<file path="config.mk">
export PLATFORM = sky130hd
export DESIGN_NAME = bram_stream_reader
export DESIGN_NICKNAME = d
export VERILOG_FILES = /design/src/rtl/bram_stream_reader_pkg.sv /design/src/rtl/bram_stream_reader_stream_fifo.sv /design/src/rtl/bram_stream_reader.sv
export SDC_FILE = /design/constraint.sdc
export NUM_CORES = 1
export LEC_CHECK = 0
export ABC_AREA = 1
export BUFFER_PORTS_ARGS = -buffer_cell sky130_fd_sc_hd__buf_2
export CAP_MARGIN = 20
export CORE_AREA = 10 10 105 107
export CTS_CLUSTER_DIAMETER = 150
export CTS_CLUSTER_SIZE = 40
export DETAILED_ROUTE_END_ITERATION = 12
export DIE_AREA = 0 0 115 117
export PLACE_DENSITY = 0.57
export SLEW_MARGIN = 20
export SYNTH_ARGS = -nofsm -noshare
export SYNTH_HDL_FRONTEND = slang
export SYNTH_SLANG_ARGS = --single-unit
</file>
<file path="constraint.sdc">
create_clock -name i_clk -period 1.8 [get_ports i_clk]
set_input_delay 0.27 -clock i_clk [delete_from_list [all_inputs] [get_ports i_clk]]
set_output_delay 0.27 -clock i_clk [all_outputs]
set_load 0.02 [all_outputs]
</file>
<file path="src/rtl/bram_stream_reader_pkg.sv">
// Shared types and sizing helpers for the block-RAM stream reader.
// The output FIFO depth is derived from the RAM read latency.
package bram_stream_reader_pkg;

    typedef enum logic [1:0] {
        StIdle  = 2'd0,
        StRun   = 2'd1,
        StDrain = 2'd2
    } state_e;

    // Two spare entries on top of the in-flight reads keep the stream bubble-free.
    function automatic int unsigned fifo_depth(input int unsigned rd_lat);
        return rd_lat + 2;
    endfunction

    function automatic int unsigned cnt_width(input int unsigned depth);
        return $clog2(depth + 1);
    endfunction

endpackage

</file>
<file path="src/rtl/bram_stream_reader_stream_fifo.sv">
// Small synchronous FIFO for the reader's output stream.
// Simultaneous push and pop leave the occupancy unchanged.
module bram_stream_reader_stream_fifo #(
    parameter int unsigned DEPTH = 3,
    parameter int unsigned WIDTH = 16,
    parameter int unsigned CNT_W = $clog2(DEPTH + 1)
) (
    input  logic             i_clk,
    input  logic             i_rst_n,
    input  logic             i_push,
    input  logic             i_pop,
    input  logic [WIDTH-1:0] i_din,
    output logic [WIDTH-1:0] o_dout,
    output logic [CNT_W-1:0] o_count,
    output logic             o_empty
);
    localparam int unsigned PTR_W = (DEPTH > 1) ? $clog2(DEPTH) : 1;
    localparam logic [PTR_W-1:0] LAST = PTR_W'(DEPTH - 1);

    logic [WIDTH-1:0] r_mem [DEPTH];
    logic [PTR_W-1:0] r_rd_ptr;
    logic [PTR_W-1:0] r_wr_ptr;
    logic [CNT_W-1:0] r_count;
    logic             w_do_push;
    logic             w_do_pop;

    assign w_do_pop  = i_pop && (r_count != '0);
    assign w_do_push = i_push && ((r_count != CNT_W'(DEPTH)) || w_do_pop);

    always_ff @(posedge i_clk or negedge i_rst_n) begin
        if (!i_rst_n) begin
            r_mem    <= '{default: '0};
            r_rd_ptr <= '0;
            r_wr_ptr <= '0;
            r_count  <= '0;
        end else begin
            if (w_do_push) begin
                r_mem[r_wr_ptr] <= i_din;
                r_wr_ptr        <= (r_wr_ptr == LAST) ? '0 : r_wr_ptr + PTR_W'(1);
            end
            if (w_do_pop) begin
                r_rd_ptr <= (r_rd_ptr == LAST) ? '0 : r_rd_ptr + PTR_W'(1);
            end
            case ({w_do_push, w_do_pop})
                2'b10:   r_count <= r_count + CNT_W'(1);
                2'b01:   r_count <= r_count - CNT_W'(1);
                default: r_count <= r_count;
            endcase
        end
    end

    assign o_dout  = r_mem[r_rd_ptr];
    assign o_count = r_count;
    assign o_empty = (r_count == '0);

endmodule

</file>
<file path="src/rtl/bram_stream_reader.sv">
// Reads a run of consecutive words from a simple-dual-port RAM (port B) and
// presents them as a valid/ready stream, throttling reads under backpressure.
module bram_stream_reader
    import bram_stream_reader_pkg::*;
#(
    parameter int unsigned ADDR_W = 4,
    parameter int unsigned DATA_W = 16,
    parameter int unsigned RD_LAT = 1
) (
    input  logic              i_clk,
    input  logic              i_rst_n,
    input  logic              i_start,
    input  logic [ADDR_W-1:0] i_base_addr,
    input  logic [ADDR_W:0]   i_len,
    output logic              o_busy,
    output logic              o_done,
    output logic [ADDR_W-1:0] o_addrb,
    input  logic [DATA_W-1:0] i_doutb,
    output logic              o_m_valid,
    input  logic              i_m_ready,
    output logic [DATA_W-1:0] o_m_data
);
    localparam int unsigned FIFO_DEPTH = fifo_depth(RD_LAT);
    localparam int unsigned CNT_W      = cnt_width(FIFO_DEPTH);
    localparam int unsigned CRED_W     = CNT_W + 1;

    state_e              r_state;
    logic [ADDR_W-1:0]   r_addr;
    logic [ADDR_W:0]     r_len;
    logic [ADDR_W:0]     r_issued;
    logic [RD_LAT-1:0]   r_vpipe;
    logic                r_busy;
    logic                r_done;

    logic [RD_LAT-1:0]   w_vpipe_next;
    logic [CRED_W-1:0]   w_in_flight;
    logic [CNT_W-1:0]    w_fifo_count;
    logic                w_fifo_empty;
    logic                w_credit_ok;
    logic                w_issue;
    logic                w_push;
    logic                w_pop;
    logic                w_last_pop;

    // Every outstanding read or buffered word holds one FIFO slot, so the FIFO cannot overflow.
    assign w_in_flight  = CRED_W'($countones(r_vpipe));
    assign w_credit_ok  = (w_in_flight + CRED_W'(w_fifo_count)) < CRED_W'(FIFO_DEPTH);
    assign w_issue      = (r_state == StRun) && (r_issued < r_len) && w_credit_ok;
    assign w_vpipe_next = RD_LAT'({r_vpipe, w_issue});
    assign w_push       = r_vpipe[RD_LAT-1];
    assign w_pop        = !w_fifo_empty && i_m_ready;
    assign w_last_pop   = (r_state == StDrain) && w_pop && (w_fifo_count == CNT_W'(1))
                          && (w_in_flight == '0);

    always_ff @(posedge i_clk or negedge i_rst_n) begin
        if (!i_rst_n) begin
            r_state  <= StIdle;
            r_addr   <= '0;
            r_len    <= '0;
            r_issued <= '0;
            r_vpipe  <= '0;
            r_busy   <= 1'b0;
            r_done   <= 1'b0;
        end else begin
            r_done  <= 1'b0;
            r_vpipe <= w_vpipe_next;
            if (w_issue) begin
                r_addr   <= r_addr + ADDR_W'(1);
                r_issued <= r_issued + (ADDR_W + 1)'(1);
            end
            case (r_state)
                StIdle: begin
                    if (i_start) begin
                        if (i_len != '0) begin
                            r_addr   <= i_base_addr;
                            r_len    <= i_len;
                            r_issued <= '0;
                            r_busy   <= 1'b1;
                            r_state  <= StRun;
                        end else begin
                            r_done <= 1'b1;
                        end
                    end
                end
                StRun: begin
                    if (r_issued == r_len) begin
                        r_state <= StDrain;
                    end
                end
                StDrain: begin
                    if (w_last_pop) begin
                        r_busy  <= 1'b0;
                        r_done  <= 1'b1;
                        r_state <= StIdle;
                    end
                end
                default: r_state <= StIdle;
            endcase
        end
    end

    bram_stream_reader_stream_fifo #(
        .DEPTH (FIFO_DEPTH),
        .WIDTH (DATA_W),
        .CNT_W (CNT_W)
    ) u_fifo (
        .i_clk   (i_clk),
        .i_rst_n (i_rst_n),
        .i_push  (w_push),
        .i_pop   (w_pop),
        .i_din   (i_doutb),
        .o_dout  (o_m_data),
        .o_count (w_fifo_count),
        .o_empty (w_fifo_empty)
    );

    assign o_m_valid = !w_fifo_empty;
    assign o_addrb   = r_addr;
    assign o_busy    = r_busy;
    assign o_done    = r_done;

endmodule

</file>
==> out/results.tsv, run 1 <==
metric	value	unit
antenna_found_initial	0	
regArea	1830	um2
path_buf_inv	3	
nFillCells	921	
layout-drive-gt1-share	0.265	
p_leak	2.24	nW
syn_avg_cell_area	8.74	um2
status	complete, no violations	
ys_seq_area_frac	0.522	
dp_hpwl	5.86	mm
start_util	0.388	
crit_path_start_kind	flop	
yosysWarnings	0	
vdd_drop_max	0.000816	V
cp-end-kind	output pin	
synth_area	3500	um2
critPathSlowestCell	dfrtp_1	
synth_most_common_cell	nand2_1	
ant_nets	0	
worst_pin_slew	0.506	ns
whs_path_depth	3	
min_period_over_period	0.965	
cp_max_fo	4	
relSlewSlack	0.663	
n_antenna_cell	0	
synth_edf_count	0	
cts_root_buffer	clkbuf_8	
fin_skew	0.0101	ns
rows	35	
numPortBuffers	51	
synth_ff_type	dfrtp_1	
yosys.area.top_type	dfrtp_1	
async_flop_share	1.00	
routed_wl	8.11	mm
r2r_cells	9	
place_area	3970	um2
grt_pass1_wl	13.9	mm
drt_first_pass_iters	4	
rsz0062_at_grt	true	
grt_max_degree	33	
slowest_delay	0.43	ns
maxCapViolations	0	
hold_viol_final	0	
path_class	flop to output pin	
crit_cells	6	
max_freq	0.576	GHz
avgViaCountPerCell	4.89	
num_vias	2848	
ys_types	26	
cp.required	1.53	ns
cts.path.max_buffers	2	
clk_pin_slew	0.08	ns
grt_pass1_vias	2873	
syn-num-nets	442	
finalSetupViolCount	0	
core_area	9020	um2
p_per_area	1890	nW/um2
multiInputGateArea	1510	um2
fin_nets	509	
synth.area.top_cells	dfrtp_1 52%, nand2_1 11%, o21ai_1 5.6%, ha_1 4.7%, inv_1 4.6%	
wl_per_cell	13.9	um
ios	52	
arrival	1.47	ns
htreeDepth	3	
cts_buffers	9	
netlist_top_cells_count	107 x nand2_1, 73 x dfrtp_1, 43 x inv_1, 39 x o21ai_1, 28 x nand3_1	
fin_setup_tns	0	ns
die_x	115	um
netlist_instances	400	
hold_class	input pin to flop	
die_area	13500	um2
grtUsageTotal	0.128	
overflow	0	
area_growth	23.7	%
yosys_register_bits	73	
synth_top_area_frac	0.522	
drv_slew	0	
drc	0	
cts_sinks	73	
path_cells	inv_2, nor2_4, buf_4, a22oi_1, nand2_1, buf_2	
drt_iter0_markers	116	
finalWeightedCongestion	0.770	
cts_tree	yes	
clock_latency	0.35	ns
die_y	117	um
layout_min_cycle_time	1.74	ns
cpLargestDelayFamily	flip-flops	
final_area	4330	um2
## cell type report
cell class | instances | share of cell area
tap | 111 | 0.0321
inverter | 46 | 0.0399
timing repair buffer | 71 | 0.107
sequential | 73 | 0.422
clock inverter | 4 | 0.0176
clock buffer | 11 | 0.0327
multi-input combinational | 266 | 0.348
## metrics by stage
step           utilization  cells  power, W  hold slack [ns]  setup WS [ns]
4_1_cts              0.469    582   0.00802            0.112         0.0117
3_5_place_dp         0.440    563   0.00647            0.268        -0.0740
6_report             0.480    582   0.00817            0.124         0.0633
2_1_floorplan            -    400   0.00531          -0.0256          0.128
5_1_grt              0.480    582   0.00889            0.122        -0.0100
3_3_place_gp         0.440    563   0.00636            0.260         0.0152
## logic make-up after synthesis
kind of cell	Yosys count	synth area share
flops	73	0.522
simple gates	167	0.207
buf+inv	61	0.0723
xor+xnor	3	0.00751
fa+ha+maj	13	0.0465
compound gates	83	0.144
## registers in the layout, indices dropped and copies added, names as in the netlist, 2 cells and up
signal / cells
u_fifo.r_mem: 48
r_state: 2
u_fifo.r_wr_ptr: 2
o_addrb: 4
r_len: 5
u_fifo.o_count: 2
r_issued: 5
u_fifo.r_rd_ptr: 2
## metal layers
metal,GRT usage,part of all wire,vias up
met5,0,0,-
met4,0.0454,0.016,0
met3,0.0433,0.056,11
met2,0.213,0.49,55
met1,0.152,0.44,1344
li1,-,-,1438
## worst min-delay path, stage by stage
cell and delay (ns):
buf_2 0.07, nand2_1 0.04, nand2_1 0.05
## report_power, final
| part | internal (W) | switching (W) | leakage (nW) |
|---|---|---|---|
| clock network | 0.000816 | 0.000619 | 0.106 |
| logic | 0.00154 | 0.00232 | 1.22 |
| registers | 0.00239 | 0.000493 | 0.912 |
## path summary, 6_finish.rpt
| check | to | slack (ns) | from |
|---|---|---|---|
| worst max-delay path | o_m_data[12] | 0.06 | u_fifo.r_rd_ptr[0] |
| min in group asynchronous | u_fifo.r_mem[41] | 0.41 | i_rst_n |
| max in group asynchronous | u_fifo.r_rd_ptr[1] | 0.85 | i_rst_n |
| worst min register to register | o_busy | 0.48 | o_busy |
| worst max register to register | o_addrb[2] | 0.13 | u_fifo.o_count[0] |
| worst min-delay path | o_addrb[0] | 0.12 | i_base_addr[0] |
## cell usage in the layout (no fill, tap or decap), types with 4 or more instances in the layout
cell	n
o21ai_2	10
o21ai_0	12
clkbuf_8	10
buf_2	50
a22oi_1	4
ha_1	12
o21ai_1	40
buf_4	13
nand3_1	28
dfrtp_1	72
buf_6	4
nand2_1	107
a22oi_2	12
nor2_1	16
inv_2	4
inv_1	42
## repair_timing
action                                 4_1_cts  5_1_grt
hold buffers                                 1        0
buffers inserted                             3        0
setup endpoints to repair                   19       34
endpoints found under the hold margin       17        0
gates resized for setup                      2       23
pin swaps                                    3        4
(Power assumes the default switching activity.)
==> run 2, diff against run 1 <==
--- a/config.mk
+++ b/config.mk
@@ -6,7 +6,7 @@
 export NUM_CORES = 1
 export LEC_CHECK = 0
 export ABC_AREA = 1
-export BUFFER_PORTS_ARGS = -buffer_cell sky130_fd_sc_hd__buf_2
+export BUFFER_PORTS_ARGS = -buffer_cell sky130_fd_sc_hd__clkbuf_2
 export CAP_MARGIN = 20
 export CORE_AREA = 10 10 105 107
 export CTS_CLUSTER_DIAMETER = 150
==> out/results.tsv, run 2 (synthesized netlist as in run 1, its figures left out) <==
metric	value	unit	change
status	complete, no violations		
vdd_drop_max	0.000852	V	+4.5%
top_regs	u_fifo.r_mem: 48 flops, r_issued: 5 flops, r_len: 5 flops		
relSlewSlack	0.736		+0.0733
drv_slew	0		unchanged
r2r_cells	8		-1
p_clk_frac	0.164		-0.012
avgViaCountPerCell	4.81		-1.6%
finalSetupViolCount	0		unchanged
maxCapViolations	0		unchanged
p_comb_frac	0.479		+0.007
p_per_area	1880	nW/um2	-0.49%
routed_wl	8.14	mm	+0.33%
cts_buffers	9		unchanged
wirelength_met1	3.65	mm	+2.0%
cp-end-kind	output pin		
antenna_found_initial	0		unchanged
start_util	0.388		unchanged
p_leak	2.23	nW	-0.44%
n_antenna_cell	0		unchanged
cts_root_buffer	clkbuf_8		
place_ws	-0.0377	ns	+0.0363 ns
highest_layer	met4		
clock_latency	0.35	ns	about the same
p_sw_frac	0.432		+0.0124
clk_pin_slew	0.08	ns	about the same
drt_iter0_markers	146		+26%
r2r-start	u_fifo.o_count[1]		
cp.required	1.53	ns	about the same
max_freq	0.585	GHz	+1.6%
cts.path.max_buffers	2		unchanged
grt_pass1_vias	2925		+1.8%
fin_cells	584		+0.34%
die_area	13500	um2	unchanged
worst_pin_slew	0.396	ns	-0.110 ns
hold_viol_final	0		unchanged
area_growth	22.0	%	
slowest_delay	0.44	ns	about the same
num_vias	2811		-1.3%
min_from	i_base_addr[0]		
die_y	117	um	unchanged
overflow	0		unchanged
layout_min_cycle_time	1.71	ns	-0.0268 ns
rows	35		unchanged
whs_path_depth	3		unchanged
fin_setup_tns	0	ns	unchanged
path_cells	nor2_2, buf_4, a22oi_1, nand2_1, clkbuf_2		
power	0.00802	W	-1.8%
ios	52		unchanged
rsz0062_at_grt	true		
layout_common_cells	107 x nand2_1, 71 x dfrtp_1, 43 x inv_1		
cts_tree	yes		
power_switching	0.00347	W	+1.1%
r2r-end	u_fifo.o_count[1]		
min_period_over_period	0.950		-0.0149
path_class	flop to output pin		
numPortBuffers	51		unchanged
hold_class	input pin to flop		
dp_hpwl	5.69	mm	-2.9%
p_seq_frac	0.357		+0.004
arrival	1.44	ns	-0.03 ns
grt_pass1_wl	13.9	mm	about the same
cts_sinks	73		unchanged
largest-register	u_fifo.r_mem		
nFillCells	906		-1.6%
internal-power	0.00456	W	-3.9%
drc	0		unchanged
layout_commonest_cell	nand2_1		
core_area	9020	um2	unchanged
grt_max_degree	74		+120%
finalWeightedCongestion	0.762		-0.96%
r2r_setup_slack	0.11	ns	-0.02 ns
critPathSlowestCell	dfrtp_2		
fin_skew	0.0103	ns	+0.000175 ns
htreeDepth	3		unchanged
met3_length	462	um	+0.87%
die_x	115	um	unchanged
ant_nets	0		unchanged
fin_nets	510		+0.20%
wl_per_cell	13.9	um	about the same
dp.cells	561		-0.36%
grtUsageTotal	0.128		-0.000631
crit_path_start_kind	flop		
drt_first_pass_iters	4		unchanged
wl_met2	3.98	mm	+0.86%
min_to	o_addrb[0]		
largest_register_ffs	48		unchanged
cp_max_fo	7		+3
layout-drive-gt1-share	0.254		-0.0117
fin_ws	0.0901	ns	+0.0268 ns
holdWs	0.126	ns	+0.00163 ns
## run 2: critical path: cells and delay by family (launching register included)
kind / cells / cell delay (ns)
AOI/OAI and AO/OA: 1 / 0.09
DFF: 1 / 0.44
and+or+nand+nor: 2 / 0.21
buffers and inverters: 2 / 0.36
## run 2: metrics by stage
step                utilization  area (um2)
floorplan                     -        3500
global placement          0.437        3940
detailed placement        0.437        3940
CTS                       0.464        4190
global route              0.473        4270
finish                    0.473        4270
## run 2: power by group through the flow
stage	combinational [W]	clock, W	sequential (W)
after global routing	0.00438	0.00144	0.00297
after global placement	0.00353	0	0.00284
after CTS	0.00372	0.00136	0.00283
final	0.00384	0.00132	0.00286
after detailed placement	0.00361	0	0.00287
after floorplan	0.00248	0	0.00282
## run 2: area by class of cell
type	count	area, um2	share of cell area
sequential	73	1830	0.429
multi-input combinational	267	1480	0.347
timing repair buffer	71	443	0.104
inverter	46	173	0.0405
tap	111	139	0.0325
clock buffer	9	124	0.0290
clock inverter	7	77.6	0.0182
## run 2: timing repair
action                     in CTS  in global routing
pin swaps                       2                  5
hold endpoints to repair       73                  0
gates resized for setup         2                 21
cloned                          1                  0
buffers inserted                3                  2
hold buffers                    1                  0
setup endpoints to repair      23                 19
## run 2: worst max-delay path by stage
stage / slack [ns] / depth (start not counted) / endpoint / from
final: 0.09 / 5 / o_m_data[9] / u_fifo.r_rd_ptr[1]
after global placement: 0.05 / 8 / o_addrb[2] / u_fifo.o_count[0]
after floorplan: 0.13 / 6 / r_issued[2] / u_fifo.o_count[0]
after global routing: -0.02 / 6 / o_m_data[12] / u_fifo.r_rd_ptr[0]
after detailed placement: -0.04 / 6 / r_issued[0] / u_fifo.o_count[0]
after CTS: 0.02 / 5 / o_m_data[15] / u_fifo.r_rd_ptr[1]
## run 2: metal layers
metal  vias up  global-route usage
li1       1447                   -
met1      1305               0.154
met2        54               0.214
met3         5              0.0428
met4         0              0.0338
met5         -                   0
==> run 3, diff against run 2 <==
--- a/config.mk
+++ b/config.mk
@@ -8,13 +8,14 @@
 export ABC_AREA = 1
 export BUFFER_PORTS_ARGS = -buffer_cell sky130_fd_sc_hd__clkbuf_2
 export CAP_MARGIN = 20
-export CORE_AREA = 10 10 105 107
+export CORE_AREA = 10 10 108 110
 export CTS_CLUSTER_DIAMETER = 150
 export CTS_CLUSTER_SIZE = 40
 export DETAILED_ROUTE_END_ITERATION = 12
-export DIE_AREA = 0 0 115 117
+export DIE_AREA = 0 0 118 120
 export PLACE_DENSITY = 0.57
 export SLEW_MARGIN = 20
 export SYNTH_ARGS = -nofsm -noshare
 export SYNTH_HDL_FRONTEND = slang
+export SYNTH_HIERARCHICAL = 1
 export SYNTH_SLANG_ARGS = --single-unit
==> out/results.tsv, run 3 <==
metric	value	unit	change
cts_tree	yes		
grtUsageTotal	0.137		+0.00919
netlist_instances	458		+14%
routed_wl	9.52	mm	+17%
fin_nets	561		+10%
yosysWarnings	6		+6
relSlewSlack	0.711		-0.0252
ys_seq_area_frac	0.488		-0.0342
synth_area	3740	um2	+7.0%
yosys_register_bits	73		unchanged
slowest_delay	0.45	ns	about the same
worst_pin_slew	0.434	ns	+0.0378 ns
layout-drive-gt1-share	0.241		-0.0127
drt_first_pass_iters	5		+1
power	0.00820	W	+2.2%
cp_max_fo	5		-2
syn_avg_cell_area	8.17	um2	-6.5%
grt_max_degree	74		unchanged
min_period_over_period	0.966		+0.0159
top_regs	u_fifo/r_mem: 48 flops, r_issued: 5 flops, r_len: 5 flops		
ios	52		unchanged
path_cells	nor2_4, buf_4, nand2_1, nand3_1, clkbuf_2		
die_x	118	um	+2.6%
cp-end-kind	output pin		
place_area	4210	um2	+6.8%
ant_nets	0		unchanged
synth_top_family_by_area	simple AND/OR/NAND/NOR gates		
grt_pass1_wl	16.2	mm	+16%
largest_register_ffs	48		unchanged
vdd_drop_max	0.000699	V	-18%
cpLargestDelayFamily	flip-flops		
synth_most_common_cell	nand2_1		
core_area	9550	um2	+5.9%
p_per_area	1790	nW/um2	-4.5%
multiInputGateArea	1740	um2	+18%
path_class	flop to output pin		
largest-register	u_fifo/r_mem		
fin_cells	660		+13%
layout_commonest_cell	nand2_1		
cts_setup_buffers	0		-3
rsz0062_at_grt	true		
finalSetupViolCount	0		unchanged
ys_types	31		+19%
path_buf_inv	2		unchanged
internal-power	0.00455	W	-0.19%
synth_top_area_frac	0.488		-0.0342
synthSimpleGateAreaFrac	0.368		+0.161
max_freq	0.575	GHz	-1.6%
n_antenna_cell	0		unchanged
maxCapViolations	0		unchanged
synth_edf_count	0		unchanged
critPathSlowestCell	dfrtp_2		
holdWs	0.135	ns	+0.00952 ns
synth_mux_area_frac	0		unchanged
die_y	120	um	+2.6%
synth_ff_type	dfrtp_1		
cp.required	1.53	ns	about the same
yosys.area.top_type	dfrtp_1		
dp.cells	640		+14%
syn-num-nets	497		+12%
hold_class	input pin to flop		
crit_path_start_kind	flop		
final_area	4570	um2	+7.1%
cts.path.max_buffers	2		unchanged
synthAdderAreaFrac	0.0334		-0.0131
antenna_found_initial	0		unchanged
hold_viol_final	0		unchanged
synth_compound_area_frac	0.0321		-0.112
status	complete, no violations		
clock_latency	0.35	ns	about the same
layout_min_cycle_time	1.74	ns	+0.0287 ns
numPortBuffers	51		unchanged
p_sw_frac	0.445		+0.0133
cts_sinks	73		unchanged
regArea	1830	um2	+0.14%
drt_iter0_markers	303		+110%
dp_hpwl	6.31	mm	+11%
wl_per_cell	14.4	um	+3.5%
layout_common_cells	185 x nand2_1, 69 x dfrtp_1, 51 x nand4_1		
area_growth	22.1	%	about the same
grt_pass1_vias	3343		+14%
clk_pin_slew	0.08	ns	about the same
arrival	1.47	ns	+0.03 ns
overflow	0		unchanged
rows	36		+2.9%
synth.area.top_cells	dfrtp_1 49%, nand2_1 19%, nand4_1 8.5%, ha_1 3.3%, nand3_1 3.2%		
p_comb_frac	0.492		+0.013
async_flop_share	1.00		unchanged
fin_skew	0.0107	ns	+0.000394 ns
netlist_top_cells_count	187 x nand2_1, 73 x dfrtp_1, 51 x nand4_1, 27 x inv_1, 24 x nand3_1		
finalWeightedCongestion	0.795		+4.2%
p_seq_frac	0.343		-0.014
drc	0		unchanged
cts_buffers	9		unchanged
nFillCells	996		+9.9%
power_switching	0.00365	W	+5.3%
p_clk_frac	0.165		about the same
num_vias	3255		+16%
avgViaCountPerCell	4.93		+2.5%
htreeDepth	3		unchanged
die_area	14200	um2	+5.2%
cts_root_buffer	clkbuf_8		
synth-xor-area-share	0.00936		+0.00185
p_leak	2.37	nW	+6.6%
start_util	0.392		+0.00425
drv_slew	0		unchanged
[run 3: cell type report]
class	instances	share of cell area
clock buffers	12	0.0340
inverters	33	0.0271
well taps	133	0.0364
clock inverters	4	0.0112
flip-flops and latches	73	0.401
multi-input cells	331	0.382
repair buffers	74	0.109
[run 3: stage by stage]
stage / util / setup TNS (ns) / setup WS [ns]
4_1_cts: 0.465 / 0 / 0.0168
5_1_grt: 0.479 / -0.223 / -0.0358
3_5_place_dp: 0.441 / -0.113 / -0.0481
2_1_floorplan: - / 0 / 0.00261
6_report: 0.479 / 0 / 0.0614
3_3_place_gp: 0.441 / -0.0376 / -0.0290
[run 3: worst paths after layout]
check / startpoint / endpoint / slack (ns) / depth (start not counted)
setup / recovery: u_fifo/r_rd_ptr[1] / o_m_data[11] / 0.06 / 5
hold / removal: i_base_addr[1] / o_addrb[1] / 0.14 / 3
setup reg to reg: u_fifo/o_count[0] / u_fifo/o_count[1] / 0.08 / 13
hold reg to reg: u_fifo/r_mem[22] / u_fifo/r_mem[22] / 0.47 / 2
max in group asynchronous: i_rst_n / u_fifo/r_rd_ptr[0] / 0.99 / 3
min in group asynchronous: i_rst_n / r_len[3] / 0.46 / 3
[run 3: timing repair]
action / CTS / global route
setup endpoints to repair: 8 / 21
endpoints found under the hold margin: 73 / 0
resized for setup: 3 / 42
hold buffers: 1 / 0
gates cloned: 0 / 3
pin swaps: 0 / 6
[run 3: kinds of logic after synthesis]
kind of cell             after synthesis
AND/OR/NAND/NOR                      294
flip-flops                            73
buffers and inverters                 55
AO/OA/AOI/OAI                         22
adder cells (fa/ha/maj)               10
XOR/XNOR                               4
[run 3: power groups by stage]
stage               sequential, W  combinational (W)  clock (W)
floorplan                 0.00282            0.00256          0
global placement          0.00279            0.00370          0
detailed placement        0.00282            0.00377          0
CTS                       0.00279            0.00381    0.00140
global route              0.00292            0.00457    0.00147
finish                    0.00282            0.00403    0.00135
[run 3: tightest hold or removal path: stages]
cell and delay, ns:
clkbuf_2 0.08, nand2_1 0.04, nand2_1 0.06
[run 3: per-layer routing]
layer	wire length (um)	up-vias	GRT usage
met5	0	-	0
met4	68	0	0.0394
met3	356	4	0.0389
met2	4570	61	0.226
met1	4520	1552	0.171
li1	-	1638	-
